[src/rtl/snoop_cache_ctrl.sv]
// snoop_cache_ctrl: per-processor MSI snooping cache controller holding one
// direct-mapped line (1-bit tag, 3-bit data). It is the initiator side of the
// 11-bit snooping bus; the shared memory block is the responder.
//
// Ports:
//   clock         system clock, rising edge
//   reset_n       asynchronous active-low reset
//   cpu_req       processor request strobe (sampled only in IDLE)
//   cpu_we        1 = write, 0 = read
//   cpu_addr      word address (0/1)
//   cpu_wdata     write data
//   cpu_rdata     read data, valid while cpu_ready = 1
//   cpu_ready     one-cycle completion pulse
//   barramentoIn  merged bus view (memory replies + other caches' requests)
//   barramentoOut this cache's bus message (idle word when silent)
//   line_state    MSI state of the line (00 I, 01 S, 10 M)
//
// Bus word: [10] src (1 cache / 0 memory), [9:8] requester ID, [7:6] 0,
//           [5:4] op (00 RM, 01 WM, 10 INV, 11 empty), [3] addr, [2:0] data.
module snoop_cache_ctrl #(
  parameter logic [1:0] CPU_ID = 2'b00
) (
  input  logic        clock,
  input  logic        reset_n,
  input  logic        cpu_req,
  input  logic        cpu_we,
  input  logic        cpu_addr,
  input  logic [2:0]  cpu_wdata,
  output logic [2:0]  cpu_rdata,
  output logic        cpu_ready,
  input  logic [10:0] barramentoIn,
  output logic [10:0] barramentoOut,
  output logic [1:0]  line_state
);

  typedef enum logic [1:0] {
    INVALID  = 2'b00,
    SHARED   = 2'b01,
    MODIFIED = 2'b10
  } msi_t;

  typedef enum logic [2:0] {
    IDLE, RM_ISSUE, RM_WAIT, WM_ISSUE, INV_ISSUE, DONE
  } state_t;

  localparam logic [1:0]  OP_RM     = 2'b00;
  localparam logic [1:0]  OP_WM     = 2'b01;
  localparam logic [1:0]  OP_INV    = 2'b10;
  localparam logic [1:0]  OP_EMPTY  = 2'b11;
  localparam logic [10:0] IDLE_WORD = 11'b000_0011_0000;

  state_t     state;
  msi_t       line;
  msi_t       snooped;
  logic       tag;
  logic [2:0] data;
  logic       req_we;
  logic       req_addr;
  logic [2:0] req_wdata;
  logic       hit;
  logic       reply;
  logic [1:0] bus_op;

  assign bus_op     = barramentoIn[5:4];
  assign line_state = line;

  // Line state after applying the snoop of this cycle's bus word; every local
  // update below is layered on top of this value.
  always_comb begin
    snooped = line;
    if (barramentoIn[10] && (barramentoIn[9:8] != CPU_ID) &&
        (line != INVALID) && (barramentoIn[3] == tag)) begin
      case (bus_op)
        OP_RM:         if (line == MODIFIED) snooped = SHARED;
        OP_WM, OP_INV: snooped = INVALID;
        default:       snooped = line;
      endcase
    end
  end

  assign hit   = (snooped != INVALID) && (tag == cpu_addr);
  assign reply = !barramentoIn[10] && (bus_op == OP_EMPTY) &&
                 (barramentoIn[9:8] == CPU_ID) && (barramentoIn[3] == req_addr);

  always_ff @(posedge clock or negedge reset_n) begin
    if (!reset_n) begin
      state         <= IDLE;
      line          <= INVALID;
      tag           <= 1'b0;
      data          <= '0;
      req_we        <= 1'b0;
      req_addr      <= 1'b0;
      req_wdata     <= '0;
      cpu_rdata     <= '0;
      cpu_ready     <= 1'b0;
      barramentoOut <= IDLE_WORD;
    end else begin
      line      <= snooped;
      cpu_ready <= 1'b0;
      case (state)
        IDLE: begin
          if (cpu_req) begin
            req_we    <= cpu_we;
            req_addr  <= cpu_addr;
            req_wdata <= cpu_wdata;
            if (!cpu_we && hit) begin
              cpu_rdata <= data;
              cpu_ready <= 1'b1;
              state     <= DONE;
            end else if (cpu_we && hit && (snooped == MODIFIED)) begin
              data      <= cpu_wdata;
              cpu_ready <= 1'b1;
              state     <= DONE;
            end else if (cpu_we && hit) begin
              state <= INV_ISSUE;
            end else if (!cpu_we) begin
              state <= RM_ISSUE;
            end else begin
              state <= WM_ISSUE;
            end
          end
        end
        RM_ISSUE: begin
          barramentoOut <= {1'b1, CPU_ID, 2'b00, OP_RM, req_addr, 3'b000};
          state         <= RM_WAIT;
        end
        RM_WAIT: begin
          barramentoOut <= IDLE_WORD;
          if (reply) begin
            tag       <= req_addr;
            data      <= barramentoIn[2:0];
            line      <= SHARED;
            cpu_rdata <= barramentoIn[2:0];
            cpu_ready <= 1'b1;
            state     <= DONE;
          end
        end
        WM_ISSUE: begin
          barramentoOut <= {1'b1, CPU_ID, 2'b00, OP_WM, req_addr, req_wdata};
          tag           <= req_addr;
          data          <= req_wdata;
          line          <= MODIFIED;
          cpu_ready     <= 1'b1;
          state         <= DONE;
        end
        INV_ISSUE: begin
          // A copy lost to a concurrent remote snoop must be re-acquired, so
          // the upgrade goes out as a write_miss instead of an invalidate.
          barramentoOut <= {1'b1, CPU_ID, 2'b00,
                            (snooped == INVALID) ? OP_WM : OP_INV,
                            req_addr, req_wdata};
          tag           <= req_addr;
          data          <= req_wdata;
          line          <= MODIFIED;
          cpu_ready     <= 1'b1;
          state         <= DONE;
        end
        DONE: begin
          barramentoOut <= IDLE_WORD;
          state         <= IDLE;
        end
        default: state <= IDLE;
      endcase
    end
  end

endmodule

[config.mk]
export PLATFORM = sky130hd
export DESIGN_NAME = snoop_cache_ctrl
export DESIGN_NICKNAME = d
export VERILOG_FILES = /design/src/rtl/snoop_cache_ctrl.sv
export SDC_FILE = /design/constraint.sdc
export NUM_CORES = 1
export LEC_CHECK = 0
export CORE_ASPECT_RATIO = 1.25
export CORE_MARGIN = 2
export CORE_UTILIZATION = 30
export CTS_BUF_LIST = sky130_fd_sc_hd__clkbuf_4
export CTS_CLUSTER_DIAMETER = 60
export DETAILED_ROUTE_END_ITERATION = 8
export MAX_ROUTING_LAYER = met4
export PLACE_DENSITY = 0.56
export SLEW_MARGIN = 20
export SYNTH_ARGS = -nofsm -noshare
export SYNTH_HDL_FRONTEND = slang
export SYNTH_SLANG_ARGS = --single-unit
[constraint.sdc]
create_clock -name clock -period 4.5 [get_ports clock]
set_input_delay 0.9 -clock clock [delete_from_list [all_inputs] [get_ports clock]]
set_output_delay 0.9 -clock clock [all_outputs]
set_load 0.02 [all_outputs]
# Word level (Yosys, flattened, before mapping)
# Cells that the tools add are included.
# classes
shift,0
mux,29
n_bitwise,0
reduce_logical,31
n_mul,0
eq_ne,18
n_div,0
magnitude_cmp,0
addsub,0
# op_table
cell,n
case mux 11 bit (4 select lines),1
two-way mux 3 bit,11
case mux 3 bit (4 select lines),1
logical AND 1 bit,10
two-way mux 2 bit,5
"!= test 2 bit, second input constant",5
nonzero test 2 bit,5
case mux 3 bit (3 select lines),1
"== test 2 bit, second input constant",4
case mux 2 bit (2 select lines),2
"== test 3 x 2 -> 1 bit, second input constant",2
"== test 3 bit, second input constant",2
logical NOT 2 bit,3
case mux 3 bit (2 select lines),1
AND reduction 2 bit,3
OR reduction 2 bit,3
two-way mux 1 bit,5
AND reduction 5 bit,1
AND reduction 4 bit,1
nonzero test 4 bit,1
== test 1 bit,3
"== test 3 x 1 -> 1 bit, second input constant",1
logical NOT 3 bit,1
case mux 1 bit (3 select lines),1
4 further kinds,5
# totals
ramBits,0
n_memories,0
register_bits,28
word_cells,87
mem_bits_ro,0
output_inout_bits,17
latch_bits,0
input_bits,19

# Logic depth before layout (Yosys ltp)
# Gate-level depths: netlist of the first run.
# logic_depth
ltp_word,13
mapped_depth,7
ltp_nobuf,5

# Worst setup path after synthesis of the first run
# No wires, ideal clock.
# synth_path
kind,input port to flip-flop
from,in barramentoIn[9]
to,reg data[0]
arrival_ns,2.221
required_ns,4.372
cell_stages,5
n_path_buf,0
path_slack_ns,2.152
path_cell_list,or2_1 > a41oi_2 > nand2_2 > o41ai_4 > mux2_1
# synth_via
elab_chain_cells,11
# synth_lines
element,line,rtl
"start, declared",31,"input logic [10:0] barramentoIn,"
nonzero test 2 bit,71,if (barramentoIn[10] && (barramentoIn[9:8] != CPU_ID) &&
logical AND 1 bit (2 in series),71,
logical AND 1 bit,72,(line != INVALID) && (barramentoIn[3] == tag)) begin
two-way mux 2 bit,71,
nonzero test 2 bit,81,assign hit = (snooped != INVALID) && (tag == cpu_addr);
logical AND 1 bit,81,
logical AND 1 bit (2 in series),110,end else if (cpu_we && hit && (snooped == MODIFIED)) begin
!= test 2 bit (no line),--,
AND reduction 5 bit (no line) *,--,
"end signal, assigned",111,data <= cpu_wdata;
"end signal, assigned",131,data <= barramentoIn[2:0];
"end signal, assigned",141,data <= req_wdata;
"end, declared",56,logic [2:0] data;
# Every way passes the cells marked *; elsewhere a longest branch is shown, timed or not.
# A chain may end at the register's enable or synchronous reset.

# Final worst setup path of the first run
# layout_path
from,in barramentoIn[5]
to,reg data[0]
# layout_via
elab_chain_cells,10
# layout_lines
element,line,rtl
== test 2 x 1 -> 1 bit / == test 2 bit (equally long branches),73,case (bus_op)
OR reduction 2 bit,73,
case mux 2 bit (2 select lines),73,
two-way mux 2 bit,71,
nonzero test 2 bit,81,
logical AND 1 bit,81,
logical AND 1 bit (2 in series),110,
!= test 2 bit (no line),--,
AND reduction 5 bit (no line) *,--,
# Marks and branches as above.

==> summary.txt, run 1 <==
Place
  – Dpl hpwl: between 2000 and 3000 um
  – Placed cells: 235
  – Final GP Congestion: 0.790
  – PortBufs: 29

Die
  – Die width: 67.3 um
  – Initial core utilization: a little under a third
  – Die H: 83.1 um
  – Row cnt: 28
  – Die area: 5590 um2
  – Io pins: 36
  – Core footprint: 4760 um2

Timing
  – Crit path time final: 2.66 ns
  – Post-Route Setup TNS: 0 ns
  – Max frequency: 376 MHz
  – Clock skew: 0.00785 ns
  – Final setup fails: 0
  – Slew HR: 35.6%
  – Least-Margin Pin Slew: 0.967 ns
  – Post-route clock period utilization: 59.1%
  – RSZ-0062 raised after global routing: no
  – Fin. Hold Viols: 0
  – Final Max Tran Viols: 0

Global route
  – Largest net degree at the start of global routing: 33
  – Grt met1 use: approximately a fifth
  – GR Util All Layers: between 10 and 15%
  – Initial antenna violation count: 0
  – Grt ovf: 0
  – M3 GR Usage: 1.76%
  – M2 GR Usage: 23.7%
  – Most Used Layer, Global Route: met2
  – Vias in the first global route: 1365
  – First-pass GRT wire length: ~6300 um

Critical path
  – Worst path slowest cell: clkdlybuf4s50_1
  – Startpoint type of the worst setup path: input port
  – WP buf/inv: 1
  – WP data arrival: roughly 2.9 ns
  – Critical path's largest stage delay: 0.47 ns
  – Critical path required time: 4.70 ns
  – Max Fanout on Critical Path: 5
  – Crit-path cells: clkdlybuf4s50_1, xor2_1, a41oi_2, nand2_2, o41ai_4, mux2_1
  – Crit Path Class: in -> reg
  – Largest delay share family, worst path: compound AO/OA/AOI/OAI gates
  – CP endpoint kind: flop

Clock tree
  – Post-CTS resize count: 0
  – TritonCTS buffer count: 3
  – Worst-skew pair later-pin latency: approximately 0.31 ns
  – CTS tree: done
  – Clock slew at reported path FFs: 0.12 ns
  – H-tree lvl count: 1
  – Clock Tree Buf Depth: 2
  – CTS Root Cell: clkbuf_4
  – Hold_buf cts: 0
  – Setup Fix Bufs, Post-CTS: 0
  – Sink Count: 24

Route
  – DRT Pass-1 Iters: 6
  – Wire per inst: roughly 15 um
  – # DRC: 0
  – Iter 0 DRT Violations: 44
  – Final ANT Viol Nets: 0
  – Vias: 1305
  – Vias per inst: ~5.5
  – Final WL: 3660 um

Pwr
  – Worst vdd ir: about 0.00026 V
  – Leakage Power: between 0.0007 and 0.0008 uW
  – Power per Cell Area: 675 nW/um2

Yosys
  – Flop and latch count out of synthesis: 24
  – Synth cell types: 49
  – Syn avg cell area: 9.62 um2
  – Cells after Synth: 156
  – Post-Syn Area: 1500 um2
  – Post-synth EDFFs: 0
  – Dominant synthesized flop cell: dfrtp_1
  – Ys async rst share: 100%
  – Yosys Warn Count: 0
  – Sequential share of the synthesized area: 40.2%

Final layout
  – # nets final: 199
  – # fillers: ~510
  – Share of cells above drive strength 1: between 10% and 20%
  – N_diodes: 0
  – Post-route insts no fill: 239
  – Area Growth Syn to Fin: 21.9%

Job
  – Max Cap Violations: 0

Hold path
  – Hold crit path type: reg -> reg

Run status
  – Status: finished clean
[layer usage]
layer,wire (um),vias to the layer above,share of wire [%]
li1,-,628,-
met1,1590,629,43
met2,1810,40,50
met3,189,8,5.2
met4,70,0,1.9
met5,0,-,0
[placed cells by master, fill, tap and decap left out, types with 5 or more instances in the layout]
cell / n
mux2_2: 5
clkdlybuf4s50_1: 28
o21ai_0: 9
o22ai_1: 8
nand2_1: 9
nor2_1: 16
dfrtp_1: 22
or3_1: 6
[worst register-to-register path, cell delays in order (launching register included)]
cell and delay [ns]:
dfrtp_1 0.76, nand2b_2 0.43, nor4_2 0.38, nor2_1 0.15
o41ai_4 0.35, mux2_1 0.37
[Yosys cell counts (2+ instances only)]
| library cell | instances | area (um2) |
|---|---|---|
| o22a_1 | 3 | 26.3 |
| and2_1 | 2 | 12.5 |
| a21oi_1 | 4 | 20.0 |
| buf_2 | 4 | 20.0 |
| o21ai_0 | 9 | 45.0 |
| nor2_1 | 16 | 60.1 |
| a311o_1 | 3 | 30.0 |
| mux2_1 | 3 | 33.8 |
| nor2b_1 | 2 | 12.5 |
| clkbuf_1 | 4 | 15.0 |
| a31oi_1 | 3 | 18.8 |
| or3_1 | 6 | 37.5 |
| nand3b_1 | 2 | 15.0 |
| xor2_1 | 2 | 17.5 |
| a22oi_1 | 4 | 30.0 |
| mux2_2 | 5 | 56.3 |
| o22ai_1 | 8 | 50.1 |
| mux2i_1 | 4 | 40.0 |
| nand2_1 | 9 | 33.8 |
| or2_1 | 2 | 12.5 |
| xnor2_1 | 2 | 17.5 |
| nand4_1 | 2 | 12.5 |
| dfrtp_1 | 22 | 551 |
| a22o_1 | 4 | 35.0 |
| nand2b_1 | 3 | 18.8 |
| buf_4 | 4 | 30.0 |
| dfstp_2 | 2 | 52.6 |
[cell type report]
class | count | area, um2 | area share, %
sequential | 24 | 603 | 33.0
tap | 60 | 75.1 | 4.10
timing repair buffer | 29 | 285 | 15.6
clock buffer | 3 | 22.5 | 1.23
multi-input combinational | 120 | 832 | 45.5
inverter | 2 | 7.51 | 0.410
clock inverter | 1 | 3.75 | 0.205
[logic make-up after synthesis]
group	synth area share, %
fa+ha+maj	0.667
flops	40.2
buf+inv	5.09
mux	8.67
compound gates	25.2
other cells	0.250
xor+xnor	2.34
simple gates	17.6
[worst paths after layout]
path / start / to / slack [ns] / depth (start not counted)
setup / recovery: barramentoIn[5] / data[0] / 1.84 / 6
hold / removal: data[2] / data[2] / 0.51 / 1
setup reg to reg: state[2] / data[0] / 1.96 / 5
hold reg to reg: data[2] / data[2] / 0.51 / 1
max in group asynchronous: reset_n / barramentoOut[4] / 3.58 / 1
min in group asynchronous: reset_n / req_wdata[2] / 0.55 / 1
[sequential cells by signal, summed over array words and instances, names as in the netlist]
signal and flops:
barramentoOut 7, cpu_rdata 3, cpu_ready 1, data 3, line_state 2, req_addr 1
req_wdata 3, state 3, tag 1
[metrics by stage]
stage | instance area, um2 | hold slack [ns] | setup slack, ns | utilization [%] | power (uW)
after floorplan | 1510 | 0.458 | 2.15 | - | 936
after global placement | 1810 | 0.480 | 1.52 | 37.9 | 1130
after detailed placement | 1800 | 0.478 | 1.49 | 37.8 | 1150
after CTS | 1830 | 0.508 | 1.83 | 38.4 | 1250
after global routing | 1830 | 0.523 | 1.75 | 38.4 | 1340
final | 1830 | 0.509 | 1.84 | 38.4 | 1240
[power by group]
group / switching (uW) / leakage, uW / internal [uW] / total (uW)
Sequential: 144 / 0.000289 / 320 / 464
Clock: 63.8 / 0.0000154 / 32.4 / 96.2
Combinational: 345 / 0.000401 / 330 / 675
Total: 552 / 0.000705 / 683 / 1240
Power figures use the tool's default switching activity.
==> run 2: changes to the inputs <==
==> constraint.sdc (replaced) <==
create_clock -name clock -period 2.5 [get_ports clock]
set_input_delay 0.5 -clock clock [delete_from_list [all_inputs] [get_ports clock]]
set_output_delay 0.5 -clock clock [all_outputs]
set_load 0.02 [all_outputs]
==> summary.txt, run 2 (same netlist as run 1, synthesis figures left out) <==
Timing
  – Post-route clock period utilization: 88.7%
  – Slew HR: 64.7%
  – RSZ-0062 raised after global routing: no
  – Least-Margin Pin Slew: 0.529 ns
  – Max frequency: 451 MHz
  – Final setup fails: 0
  – Clock skew: 0.00941 ns
  – Crit path time final: 2.22 ns
  – Fin. Hold Viols: 0
  – Worst Slack Setup Final: 0.281 ns
  – Post-Route Setup TNS: 0 ns
  – Final Max Tran Viols: 0

Die
  – Core footprint: 4760 um2
  – Initial core utilization: around a third
  – Die H: a little over 80 um
  – Die area: 5590 um2
  – Die width: roughly 67 um
  – Io pins: 36
  – Row cnt: 28

Place
  – PortBufs: 29
  – Pre-CTS WS: -0.0671 ns
  – Dpl hpwl: 2820 um
  – Final GP Congestion: about 0.80

Global route
  – Most Used Layer, Global Route: met2
  – Largest net degree at the start of global routing: 32
  – Grt ovf: 0
  – GR Util All Layers: 14.9%
  – Vias in the first global route: 1316
  – M2 GR Usage: 23.7%
  – M3 GR Usage: 1.36%
  – First-pass GRT wire length: 6400 um
  – Grt met1 use: 20.3%
  – Initial antenna violation count: 0

Run status
  – Status: finished clean

Hold path
  – Worst Hold Launch: data[0]
  – Hold crit path type: reg -> reg

Route
  – Final WL: 3820 um
  – Final ANT Viol Nets: 0
  – Vias per inst: 5.35
  – Vias: between 1000 and 1500
  – Wire per inst: 15.3 um
  – DRT Pass-1 Iters: 4
  – Iter 0 DRT Violations: 59
  – # DRC: 0

Clock tree
  – Worst-skew pair later-pin latency: 0.31 ns
  – Clock Tree Buf Depth: 2
  – CTS Root Cell: clkbuf_4
  – Setup Fix Bufs, Post-CTS: 0
  – Sink Count: 24
  – H-tree lvl count: 1
  – TritonCTS buffer count: 3
  – Clock slew at reported path FFs: between 0.1 and 0.15 ns
  – Hold_buf cts: 0
  – CTS tree: done
  – Post-CTS resize count: 0

Final layout
  – Most frequent cells in the layout: 29 x clkdlybuf4s50_1, 22 x dfrtp_1, 16 x nor2_1, 11 x buf_4
  – Most common cell after layout, fill and taps aside: clkdlybuf4s50_1
  – Share of cells above drive strength 1: 15.3%
  – Area Growth Syn to Fin: 28.0%
  – # nets final: 210
  – Largest register FFs: 7
  – Largest reg by FF count: barramentoOut
  – N_diodes: 0

Critical path
  – CP startpoint: barramentoIn[4]
  – Crit Path Class: in -> reg
  – Max Fanout on Critical Path: 4
  – Critical path required time: around 2.7 ns
  – Critical register-to-register path startpoint: state[1]
  – Startpoint type of the worst setup path: input port
  – CP endpoint kind: flop
  – WP data arrival: approximately 2.4 ns

Pwr
  – Worst vdd ir: around 0.00052 V
  – Leakage Power: 0.000762 uW
  – Power per Cell Area: between 1000 and 1500 nW/um2

Job
  – Max Cap Violations: 0
## run 2: cell count changes in the layout (fill, tap and decap cells not counted), sizes merged
cell,before,now
buf,1,11
clkbuf,3,4
clkdlybuf4s50,28,29
clkinv,1,0
## run 2: power breakdown
group          internal, uW  total [uW]  switching [uW]
Sequential              578         740             162
Clock                  73.1         192             118
Combinational           674        1410             740
## run 2: worst paths after layout
check / slack [ns] / to / cells past startpoint
min in group asynchronous: 0.52 / data[2] / 2
min: 0.50 / data[0] / 1
max reg2reg: 0.51 / data[2] / 5
min reg2reg: 0.50 / data[0] / 1
max: 0.28 / data[2] / 6
max in group asynchronous: 1.67 / barramentoOut[5] / 2
## run 2: layout make-up
| class | instances | area (um2) |
|---|---|---|
| clock buffers | 4 | 30.0 |
| fillers | 511 | 2840 |
| inverters | 2 | 7.51 |
| multi-input cells | 120 | 832 |
| flip-flops and latches | 24 | 603 |
| well taps | 60 | 75.1 |
| repair buffers | 40 | 373 |
## run 2: per-stage QoR
| step | instances | hold slack, ns | utilization (%) | area, um2 | total power (uW) |
|---|---|---|---|---|---|
| after detailed placement | 246 | 0.478 | 39.7 | 1890 | 2160 |
| after global routing | 250 | 0.537 | 40.3 | 1920 | 2540 |
| after CTS | 250 | 0.510 | 40.3 | 1920 | 2360 |
| after global placement | 246 | 0.479 | 39.7 | 1890 | 2140 |
| final | 250 | 0.503 | 40.3 | 1920 | 2350 |
| after floorplan | 159 | 0.204 | - | 1510 | 1690 |
## run 2: critical path, stage by stage
cell and delay, ns:
clkdlybuf4s50_1 0.55, nand4bb_1 0.20, nor4_2 0.33, nor2_1 0.14
o41ai_4 0.35, mux2_1 0.36
## run 2: per-layer routing
metal / wire length [um] / up-vias
met5: 0 / -
met4: 27 / 0
met3: 225 / 2
met2: 1910 / 38
met1: 1650 / 650
li1: - / 647
